**config.mk**
```make
export PLATFORM = sky130hd
export DESIGN_NAME = delta_sigma_mc_modulator
export DESIGN_NICKNAME = d
export VERILOG_FILES = /design/src/rtl/delta_sigma_mc_modulator.sv
export SDC_FILE = /design/constraint.sdc
export NUM_CORES = 1
export LEC_CHECK = 0
export ABC_CLOCK_PERIOD_IN_PS = 11400
export BUFFER_PORTS_ARGS = -buffer_cell sky130_fd_sc_hd__buf_4
export CORE_MARGIN = 2
export CORE_UTILIZATION = 55
export CTS_CLUSTER_SIZE = 24
export DETAILED_ROUTE_END_ITERATION = 10
export HOLD_SLACK_MARGIN = 0.03
export MAX_ROUTING_LAYER = met4
export PLACE_DENSITY = 0.73
export SLEW_MARGIN = 20
export SYNTH_ARGS = -nofsm -noshare
export SYNTH_HDL_FRONTEND = slang
export SYNTH_SLANG_ARGS = --single-unit
```
**constraint.sdc**
```tcl
create_clock -name clk -period 11.4 [get_ports clk]
set_input_delay 2.28 -clock clk [delete_from_list [all_inputs] [get_ports clk]]
set_output_delay 2.28 -clock clk [all_outputs]
set_load 0.02 [all_outputs]
```
**src/rtl/delta_sigma_mc_modulator.sv**
```systemverilog
// Time-multiplexed multi-channel error-feedback delta-sigma modulator.
// One sequencer and one accumulator adder serve all channels; order 0..3 and TPDF dither are selected per frame.
module delta_sigma_mc_modulator #(
  parameter int IN_BITS     = 16,
  parameter int FRAC_BITS   = 11,
  parameter int OUT_BITS    = 6,
  parameter int NUM_CH      = 2,
  parameter int MAX_ORDER   = 3,
  parameter int DITHER_BITS = 8,
  parameter int LFSR_BITS   = 22,
  localparam int CH_W       = (NUM_CH > 1) ? $clog2(NUM_CH) : 1
) (
  input  logic                       clk,
  input  logic                       reset,
  input  logic                       frame_start,
  input  logic [NUM_CH*IN_BITS-1:0]  u,
  input  logic [1:0]                 order,
  input  logic                       dither_en,
  output logic                       busy,
  output logic                       y_valid,
  output logic [OUT_BITS-1:0]        y,
  output logic [CH_W-1:0]            y_ch,
  output logic                       frame_done,
  output logic                       overrun
);

  localparam int ACC_W = IN_BITS + 4;
  localparam int ERR_W = FRAC_BITS + 2;
  localparam logic signed [ACC_W-1:0] HALF    = ACC_W'(2**(FRAC_BITS-1));
  localparam logic signed [ACC_W-1:0] Y_MAX   = ACC_W'(2**OUT_BITS - 1);
  localparam logic signed [ACC_W-1:0] ERR_MAX = ACC_W'(2**(ERR_W-1) - 1);
  localparam logic signed [ACC_W-1:0] ERR_MIN = ~ERR_MAX;
  localparam logic [1:0]              ORD_MAX = 2'(MAX_ORDER);

  typedef enum logic [1:0] {IDLE, LOAD, TAP, QUANT} state_t;

  state_t                   state_reg;
  logic [CH_W-1:0]          ch_reg;
  logic [1:0]               tap_reg;
  logic [1:0]               ord_reg;
  logic                     dith_reg;
  logic [IN_BITS-1:0]       u_lat_reg [NUM_CH];
  logic signed [ACC_W-1:0]  acc_reg;
  logic signed [ERR_W-1:0]  hist_reg [NUM_CH][3];
  logic [LFSR_BITS-1:0]     lfsr_reg;

  logic [IN_BITS-1:0]       u_in [NUM_CH];
  logic signed [DITHER_BITS:0] dither;
  logic signed [ERR_W-1:0]  e_sel;
  logic signed [ACC_W-1:0]  load_next, e_ext, tap_mag, acc_next;
  logic signed [ACC_W-1:0]  rounded, q, y_shift, err_full;
  logic                     tap_sub;
  logic [OUT_BITS-1:0]      y_next;
  logic signed [ERR_W-1:0]  err_next;
  logic [1:0]               ord_in;
  logic                     last_ch;

  generate
    for (genvar gi = 0; gi < NUM_CH; gi++) begin : g_unpack
      assign u_in[gi] = u[gi*IN_BITS +: IN_BITS];
    end
  endgenerate

  always_comb begin
    // Difference of two uniform terms gives a triangular PDF centred on zero.
    dither = $signed({1'b0, lfsr_reg[DITHER_BITS-1:0]})
           - $signed({1'b0, lfsr_reg[2*DITHER_BITS-1:DITHER_BITS]});
    load_next = $signed({{(ACC_W-IN_BITS){1'b0}}, u_lat_reg[ch_reg]});
    if (dith_reg)
      load_next = load_next + {{(ACC_W-DITHER_BITS-1){dither[DITHER_BITS]}}, dither};

    e_sel   = hist_reg[ch_reg][tap_reg];
    e_ext   = {{(ACC_W-ERR_W){e_sel[ERR_W-1]}}, e_sel};
    tap_mag = e_ext;
    tap_sub = 1'b0;
    case ({ord_reg, tap_reg})
      {2'd2, 2'd0}: tap_mag = e_ext <<< 1;
      {2'd2, 2'd1}: tap_sub = 1'b1;
      {2'd3, 2'd0}: tap_mag = (e_ext <<< 1) + e_ext;
      {2'd3, 2'd1}: begin
        tap_mag = (e_ext <<< 1) + e_ext;
        tap_sub = 1'b1;
      end
      default: ;
    endcase
    acc_next = tap_sub ? (acc_reg - tap_mag) : (acc_reg + tap_mag);

    rounded = acc_reg + HALF;
    q       = rounded >>> FRAC_BITS;
    if (q[ACC_W-1])
      y_next = '0;
    else if (q > Y_MAX)
      y_next = '1;
    else
      y_next = q[OUT_BITS-1:0];

    y_shift  = $signed({{(ACC_W-OUT_BITS-FRAC_BITS){1'b0}}, y_next, {FRAC_BITS{1'b0}}});
    err_full = acc_reg - y_shift;
    if (err_full > ERR_MAX)
      err_next = ERR_MAX[ERR_W-1:0];
    else if (err_full < ERR_MIN)
      err_next = ERR_MIN[ERR_W-1:0];
    else
      err_next = err_full[ERR_W-1:0];

    ord_in  = (order > ORD_MAX) ? ORD_MAX : order;
    last_ch = (ch_reg == CH_W'(NUM_CH - 1));
  end

  always_ff @(posedge clk) begin
    if (reset) begin
      state_reg  <= IDLE;
      ch_reg     <= '0;
      tap_reg    <= '0;
      ord_reg    <= '0;
      dith_reg   <= 1'b0;
      acc_reg    <= '0;
      lfsr_reg   <= '1;
      busy       <= 1'b0;
      y_valid    <= 1'b0;
      y          <= '0;
      y_ch       <= '0;
      frame_done <= 1'b0;
      overrun    <= 1'b0;
      for (int c = 0; c < NUM_CH; c++) begin
        u_lat_reg[c] <= '0;
        for (int k = 0; k < 3; k++) hist_reg[c][k] <= '0;
      end
    end else begin
      y_valid    <= 1'b0;
      frame_done <= 1'b0;
      if (frame_start && busy) overrun <= 1'b1;

      case (state_reg)
        IDLE: begin
          if (frame_start && !busy) begin
            for (int c = 0; c < NUM_CH; c++) u_lat_reg[c] <= u_in[c];
            ord_reg   <= ord_in;
            dith_reg  <= dither_en;
            ch_reg    <= '0;
            busy      <= 1'b1;
            state_reg <= LOAD;
          end
        end
        LOAD: begin
          acc_reg <= load_next;
          if (dith_reg)
            lfsr_reg <= {lfsr_reg[LFSR_BITS-2:0], lfsr_reg[LFSR_BITS-1] ^ lfsr_reg[LFSR_BITS-2]};
          tap_reg   <= '0;
          state_reg <= (ord_reg == 2'd0) ? QUANT : TAP;
        end
        TAP: begin
          acc_reg <= acc_next;
          if (tap_reg == ord_reg - 2'd1)
            state_reg <= QUANT;
          else
            tap_reg <= tap_reg + 2'd1;
        end
        QUANT: begin
          y       <= y_next;
          y_ch    <= ch_reg;
          y_valid <= 1'b1;
          hist_reg[ch_reg][2] <= hist_reg[ch_reg][1];
          hist_reg[ch_reg][1] <= hist_reg[ch_reg][0];
          hist_reg[ch_reg][0] <= err_next;
          if (last_ch) begin
            frame_done <= 1'b1;
            busy       <= 1'b0;
            state_reg  <= IDLE;
          end else begin
            ch_reg    <= ch_reg + CH_W'(1);
            state_reg <= LOAD;
          end
        end
        default: state_reg <= IDLE;
      endcase
    end
  end

endmodule

```
* Yosys cells after proc, flatten, opt, wreduce, memory -nomap -nowiden *
Memory sizes are Yosys's and may differ from the RTL's. A register that Yosys moved wholly into a read port is not among the register bits.
Index checks and enable logic that the tools add are counted.

word-level totals
  register bits = 61
  bits in writable memories = 110
  output and inout port bits = 11
  logic and storage cells = 109
  memories kept = 2

cells by class
  $add $sub $neg = 10
  order comparisons = 5
  equal/unequal tests = 12
  mux-type cells = 45
  bitwise operators = 5
  reductions and logical operators = 17

memory list
  memory     words  width  read ports  clocked after memory_dff  write ports  line  source
  hist_reg   2      39     1           1                         2            44    logic signed [ERR_W-1:0] hist_reg [NUM_CH][3];
  u_lat_reg  2      16     1           1                         2            42    logic [IN_BITS-1:0] u_lat_reg [NUM_CH];

operators with widths
  operator                                                                           count
  20-bit case mux with 2 select lines                                                2
  13-bit two-way mux                                                                 4
  20-bit two-way mux                                                                 2
  39-bit two-way mux                                                                 1
  39-bit OR reduction                                                                1
  16-bit two-way mux                                                                 2
  13-bit binary-select mux with 2-bit select                                         1
  1-bit two-way mux                                                                  23
  20-bit by 12-bit adder with 20-bit output, second input constant                   1
  20-bit adder                                                                       1
  20-bit by 13-bit greater-than comparator with 1-bit output, second input constant  1
  20-bit by 13-bit < comparator with 1-bit output, second input constant             1
  20-bit by 18-bit subtractor with 20-bit output                                     1
  20-bit subtractor                                                                  1
  17-bit by 9-bit adder with 18-bit output                                           1
  4-bit == test, second input constant                                               4
  14-bit by 13-bit adder with 15-bit output                                          1
  6-bit two-way mux                                                                  2
  2-bit AND reduction                                                                5
  9-bit by 7-bit greater-than comparator with 1-bit output, second input constant    1
  8-bit by 8-bit subtractor with 9-bit output                                        1
  2-bit two-way mux                                                                  4
  2-bit inequality test, second input constant                                       4
  2-bit case mux with 4 select lines                                                 1
  20 further kinds                                                                   28

* Longest topological paths before layout *
Gate-level depths: netlist (run 1).

  depth in word-level cells = 9
  depth in mapped cells = 28

* Worst setup path after synthesis (run 1) *
No wires, ideal clock.

  kind = register to register
  from = reg with a tool-made name
  to = reg acc_reg[19]
  library setup time = 0.060 ns
  data arrival time = 5.492 ns
  data required time = 11.340 ns
  slack = 5.847 ns
  cell stages (with the launch flop) = 25
  buffers on the path = 1
  period minus slack after synthesis = 5.553 ns
  cells stage by stage = dfxtp_1 > buf_6 > mux2_2 > a222oi_1 > inv_1 > ha_1 > nor2b_1 > o31a_1 > o21a_1 > or3_1 > a31oi_1 > nand2_1 > nor3_4 > a21oi_1 > xor2_1 > ha_1 > o21ai_0 > a21oi_1 > and3_1 > a211oi_1 > o41ai_1 > a31oi_1 > nor4b_1 > mux2i_1 > nand3_2

RTL lines
  what                  line  source
  end signal, assigned  146   acc_reg <= load_next;
  end signal, assigned  153   acc_reg <= acc_next;
  end, declared         43    logic signed [ACC_W-1:0] acc_reg;

==> results.json, run 1 <==
{
  "status": "complete, no violations",
  "synthCells": 1166,
  "placedCellCount": 1437,
  "cts_tree": "done",
  "io_buffers": 48,
  "drtPass1Iterations": 5,
  "powerDensity_nw_per_um2": 260,
  "slew_headroom": 0.251,
  "core_area_um2": 20000,
  "vias": 8682,
  "grt_use_total": 0.258,
  "cts_setup_buffers": 0,
  "syn-num-nets": 1283,
  "hpwl_mm": 18.6,
  "slew_violations": 0,
  "cts.sink_count": 172,
  "drt_wl_total_mm": 25.9,
  "antenna_cells": 0,
  "cts_hold_buf": 0,
  "syn-cell-area_um2": 11200,
  "path_class": "register to register",
  "vdd_drop_max_mv": 0.124,
  "start_kind": "register",
  "numCtsBuffers": 17,
  "grt_pass1_vias": 8426,
  "synthToLayoutAreaGrowth_pct": 10.4,
  "wl_per_cell_um": 17.7,
  "avgSynthCellArea_um2": 9.57,
  "grt_antenna_before_repair": 0,
  "ys_warn_count": 0,
  "period_needed_ns": 6.89,
  "rsz0062_at_grt": "no",
  "h-tree-depth": 4,
  "die_w_um": 146,
  "utilization": 0.615,
  "hold_violations": 0,
  "initial_core_util": 0.557,
  "finalNetCount": 1303,
  "synth-main-ff-cell": "edfxtp_1",
  "drive_gt1_frac": 0.113,
  "cts_buffer_depth": 2,
  "crit_fanout": 60,
  "synth_area_leader_cell": "edfxtp_1",
  "fmax_mhz": 145,
  "yosysUniqueCellTypes": 72,
  "dieArea_um2": 21400,
  "grt_max_degree": 61,
  "synth-seq-area-share": 0.407,
  "worstPathArrival_ns": 7.27,
  "viasPerCell": 5.91,
  "route.detailed.drc": 0,
  "worst_slew_pin_slew_ns": 1.12,
  "p_leak_nw": 5.01,
  "grt_pass1_wl_mm": 42.8,
  "cp.required_ns": 11.78,
  "insertion_delay_ns": 0.44,
  "setup_violations": 0,
  "largest_reg_flops": 78,
  "ant_nets": 0,
  "grt_overflow_total": 0,
  "final_cells": 1469,
  "max_cap_viol_count": 0,
  "finalClockSkew_ns": 0.0118,
  "ys_ff_latch": 172,
  "cts_resized": 0,
  "hold_class": "register to register",
  "critPathCaptureType": "register",
  "fp.dieH_um": 146,
  "fin_tns_setup_ns": 0,
  "synth_top_area_share": 0.296,
  "synthTopCellsByArea": "edfxtp_1, dfxtp_1, ha_1",
  "gp_congestion": 0.930,
  "drt-initial-drc-count": 534,
  "clkTransAtPathRegs_ns": 0.07,
  "io_pins": 49,
  "clockRootBuffer": "clkbuf_16",
  "fin_crit_sh": 0.604,
  "synth_edf_count": 110,
  "async_reset_ff_frac": 0,
  "fp-row-count": 52
}
worst max-delay path: stages, from the launching register on:
cell	delay [ns]
dfxtp_4	0.97
mux2_2	0.42
a222oi_1	0.64
inv_1	0.15
ha_1	0.37
nor2b_1	0.17
o31a_1	0.27
o21a_1	0.18
or3_1	0.31
a31oi_1	0.43
nand2_1	0.18
nor3_4	0.20
a21oi_1	0.11
xor2_1	0.16
ha_1	0.37
o21ai_0	0.10
a21oi_1	0.16
and3_1	0.19
a211oi_1	0.10
o41ai_1	0.54
a31oi_1	0.24
nor4b_1	0.29
mux2i_1	0.13
nand3_2	0.07
per-stage QoR:
| stage | hold slack [ns] | setup WS (ns) | instance area [µm²] | power [mW] |
|---|---|---|---|---|
| after global placement | 0.439 | 4.73 | 11700 | 2.53 |
| after floorplan | 0.427 | 5.85 | 11200 | 2.18 |
| after CTS | 0.466 | 4.54 | 12300 | 3.20 |
| after global routing | 0.488 | 3.89 | 12300 | 3.45 |
| after detailed placement | 0.448 | 4.57 | 11700 | 2.56 |
| final | 0.463 | 4.51 | 12300 | 3.21 |
layout by cell type (no fill, tap or decap), types with 5 or more instances in the layout:
cell / count
or3_1: 6
a211o_1: 25
nor2_1: 166
a21oi_1: 72
nor3_1: 19
o211ai_1: 18
mux2i_1: 39
o31a_1: 5
and3_1: 19
nand2b_1: 16
clkbuf_16: 17
ha_1: 74
nand2_1: 61
fa_1: 5
nand3_1: 15
nand3b_1: 6
o21a_1: 11
or2_2: 7
edfxtp_1: 110
dfxtp_1: 61
a211oi_1: 23
a21boi_0: 5
nor2b_1: 8
o31ai_1: 5
xnor2_1: 42
o21bai_1: 6
o22ai_1: 14
a31oi_1: 14
mux2_2: 24
buf_4: 56
a21o_1: 13
inv_1: 55
and2_1: 35
o21ai_0: 45
xor2_1: 22
cells in the mapped netlist, types with 35 or more instances:
master and count:
ha_1 74, o21ai_0 45, inv_1 55, clkbuf_1 42, nand2_1 61, dfxtp_1 62
nor2_1 166, mux2i_1 39, xnor2_1 42, and2_1 35, edfxtp_1 110, a21oi_1 73
logic make-up after synthesis:
group | count (synthesis) | synth area share
AOI/OAI and AO/OA | 291 | 0.177
xor gates and xnor gates | 64 | 0.0503
buffers and inverters | 112 | 0.0399
and+or+nand+nor | 379 | 0.163
adders and majority gates | 79 | 0.0920
muxes | 69 | 0.0700
DFF | 172 | 0.407
worst paths after layout:
path | from | endpoint | slack [ns] | depth (start not counted)
max | register | acc_reg[19] | 4.51 | 23
min | lfsr_reg[16] | lfsr_reg[16] | 0.46 | 1
max reg2reg | register | acc_reg[19] | 4.51 | 23
min reg2reg | lfsr_reg[16] | lfsr_reg[16] | 0.46 | 1
layout make-up:
class	instances	area, µm²
Fill cell	1738	7720
Multi-Input combinational cell	882	6170
Sequential cell	172	4550
Clock buffer	18	429
Timing Repair Buffer	56	420
Tap cell	270	338
Inverter	57	214
Clock inverter	14	199
power by group:
part	internal, mW	total, mW	switching [mW]
clock	0.355	0.629	0.274
combinational	0.691	1.73	1.04
sequential	0.766	0.850	0.0844
layer usage:
metal  global-route usage  part of all wire  up-vias
li1                     -                 -     4290
met1                0.330              0.45     4134
met2                0.416              0.48      210
met3               0.0350             0.042       48
met4                0.110             0.036        0
met5                    -                 0        -
(Power assumes the default switching activity.)
==> run 2: changes to the inputs <==
Settings changed: ABC_AREA set to 1, ABC_CLOCK_PERIOD_IN_PS 11400 to 6000, PLACE_DENSITY 0.73 to 0.76.
Clock period 11.4 ns to 6 ns, I/O delays scaled along.
==> results.json, run 2 <==
{
  "period_needed_ns": 5.33,
  "max_cap_viol_count": 0,
  "drt_wl_total_mm": 27.9,
  "hpwl_mm": 20.3,
  "drive_gt1_frac": 0.101,
  "cts_resized": 0,
  "synthToLayoutAreaGrowth_pct": 9.93,
  "powerDensity_nw_per_um2": 551,
  "cts_buffer_depth": 2,
  "grt_antenna_before_repair": 0,
  "grt_max_degree": 60,
  "final_common_cell": "nand2_1",
  "place_area_um2": 12200,
  "cp.required_ns": 6.33,
  "core_area_um2": 20900,
  "ys_warn_count": 0,
  "avgSynthCellArea_um2": 7.67,
  "worst_slew_pin_slew_ns": 1.10,
  "grt_pass1_vias": 9083,
  "syn-cell-area_um2": 11600,
  "cts.sink_count": 172,
  "path_common_cell": "nand2_1",
  "crit_path_top_delay_cell": "buf_4",
  "vdd_drop_max_mv": 0.247,
  "use_met3": 0.0381,
  "io_pins": 49,
  "fmax_mhz": 188,
  "clkTransAtPathRegs_ns": 0.07,
  "preCtsSetupSlack_ns": 0.863,
  "drt-initial-drc-count": 888,
  "final_cell_mix": "nand2_1, nor2_1, inv_1, edfxtp_1, nand3_1",
  "wl_per_cell_um": 15.2,
  "dieArea_um2": 22300,
  "top_usage_layer": "met2",
  "path_class": "register to register",
  "critPathCaptureType": "register",
  "synth_edf_count": 110,
  "placedCellCount": 1801,
  "crit_path_max_incr_delay_ns": 0.52,
  "fp-row-count": 53,
  "h-tree-depth": 4,
  "fin_area_um2": 12800,
  "hold_class": "register to register",
  "yosysUniqueCellTypes": 49,
  "cts_setup_buffers": 0,
  "insertion_delay_ns": 0.44,
  "synth-main-ff-cell": "edfxtp_1",
  "synth_most_common_cell": "nand2_1",
  "worstPathArrival_ns": 5.65,
  "final_cells": 1833,
  "rsz0062_at_grt": "no",
  "vias": 10100,
  "reg2reg_setup_slack_ns": 0.67,
  "die_w_um": 149,
  "numCtsBuffers": 17,
  "ys_ff_latch": 172,
  "synth_top_area_share": 0.284,
  "cts_tree": "done",
  "gp_congestion": 0.975,
  "start_kind": "register",
  "fin_crit_sh": 0.888,
  "grt_use_total": 0.260,
  "grt_overflow_total": 0,
  "grt_pass1_wl_mm": 44.7,
  "synth-seq-area-share": 0.390,
  "viasPerCell": 5.51,
  "slew_violations": 0,
  "initial_core_util": 0.557,
  "synthCells": 1517,
  "crit_fanout": 59,
  "largest_reg_flops": 78,
  "met2_usage": 0.403,
  "ys_top_cells_by_count": "nand2_1, nor2_1, inv_1, edfxtp_1, nand3_1",
  "setup_violations": 0,
  "slew_headroom": 0.267,
  "synthTopCellsByArea": "edfxtp_1, nand2_1, dfxtp_1",
  "fill_cells": 1883,
  "fin_tns_setup_ns": 0,
  "syn-num-nets": 1634,
  "fp.dieH_um": 149,
  "drtPass1Iterations": 5,
  "hold_violations": 0,
  "synth_area_leader_cell": "edfxtp_1",
  "route.detailed.drc": 0,
  "clockRootBuffer": "clkbuf_16",
  "async_reset_ff_frac": 0,
  "use_met1": 0.343,
  "finalNetCount": 1662,
  "p_leak_nw": 6.12,
  "io_buffers": 48,
  "cts_hold_buf": 0,
  "status": "complete, no violations",
  "final.setup.worst_slack_ns": 0.672,
  "finalClockSkew_ns": 0.0206,
  "ant_nets": 0,
  "antenna_cells": 0
}
[run 2: routing by layer]
metal  wire length, µm  vias up
li1                  -     5101
met4              1170        0
met2             12600      332
met3              1430       61
met5                 0        -
met1             12700     4604
[run 2: per-stage QoR]
stage               utilization  power [mW]  hold slack, ns
global placement          0.582        5.70           0.436
CTS                       0.613        6.97           0.470
global route              0.613        7.62           0.491
detailed placement        0.582        5.78           0.447
finish                    0.613        7.05           0.461
floorplan                     -        4.84           0.429
[run 2: worst paths after layout]
path | startpoint | endpoint | cells after the start
max | register | acc_reg[17] | 34
min | lfsr_reg[16] | lfsr_reg[17] | 2
max reg2reg | register | acc_reg[17] | 34
min reg2reg | lfsr_reg[16] | lfsr_reg[17] | 2
[run 2: final cells by class]
class | count | area (µm²) | share of cell area
Clock buffer | 17 | 425 | 0.0332
Tap cell | 275 | 344 | 0.0269
Sequential cell | 172 | 4550 | 0.355
Clock inverter | 15 | 208 | 0.0162
Inverter | 185 | 694 | 0.0543
Timing Repair Buffer | 58 | 435 | 0.0340
Multi-Input combinational cell | 1111 | 6140 | 0.480
[run 2: worst max-delay path, delay by kind of cell, from the launching register on]
family / cells / cell delay, ns
fa+ha+maj: 3 / 1.00
compound gates: 5 / 0.67
flops: 1 / 0.33
simple gates: 20 / 2.24
xor+xnor: 1 / 0.09
buf+inv: 5 / 0.84
[run 2: logic make-up after synthesis]
logic type / after synthesis / share of synthesized area
buffers and inverters: 234 / 0.0820
adders and majority gates: 79 / 0.0881
DFF: 172 / 0.390
xor gates and xnor gates: 39 / 0.0293
muxes: 2 / 0.00172
and+or+nand+nor: 731 / 0.272
AOI/OAI and AO/OA: 260 / 0.136
[run 2: power by group]
group          switching (mW)  total [mW]  leakage, nW  internal [mW]
logic                    2.80        4.25         4.15           1.45
clock network           0.553        1.16        0.307          0.611
registers               0.143        1.63         1.66           1.49
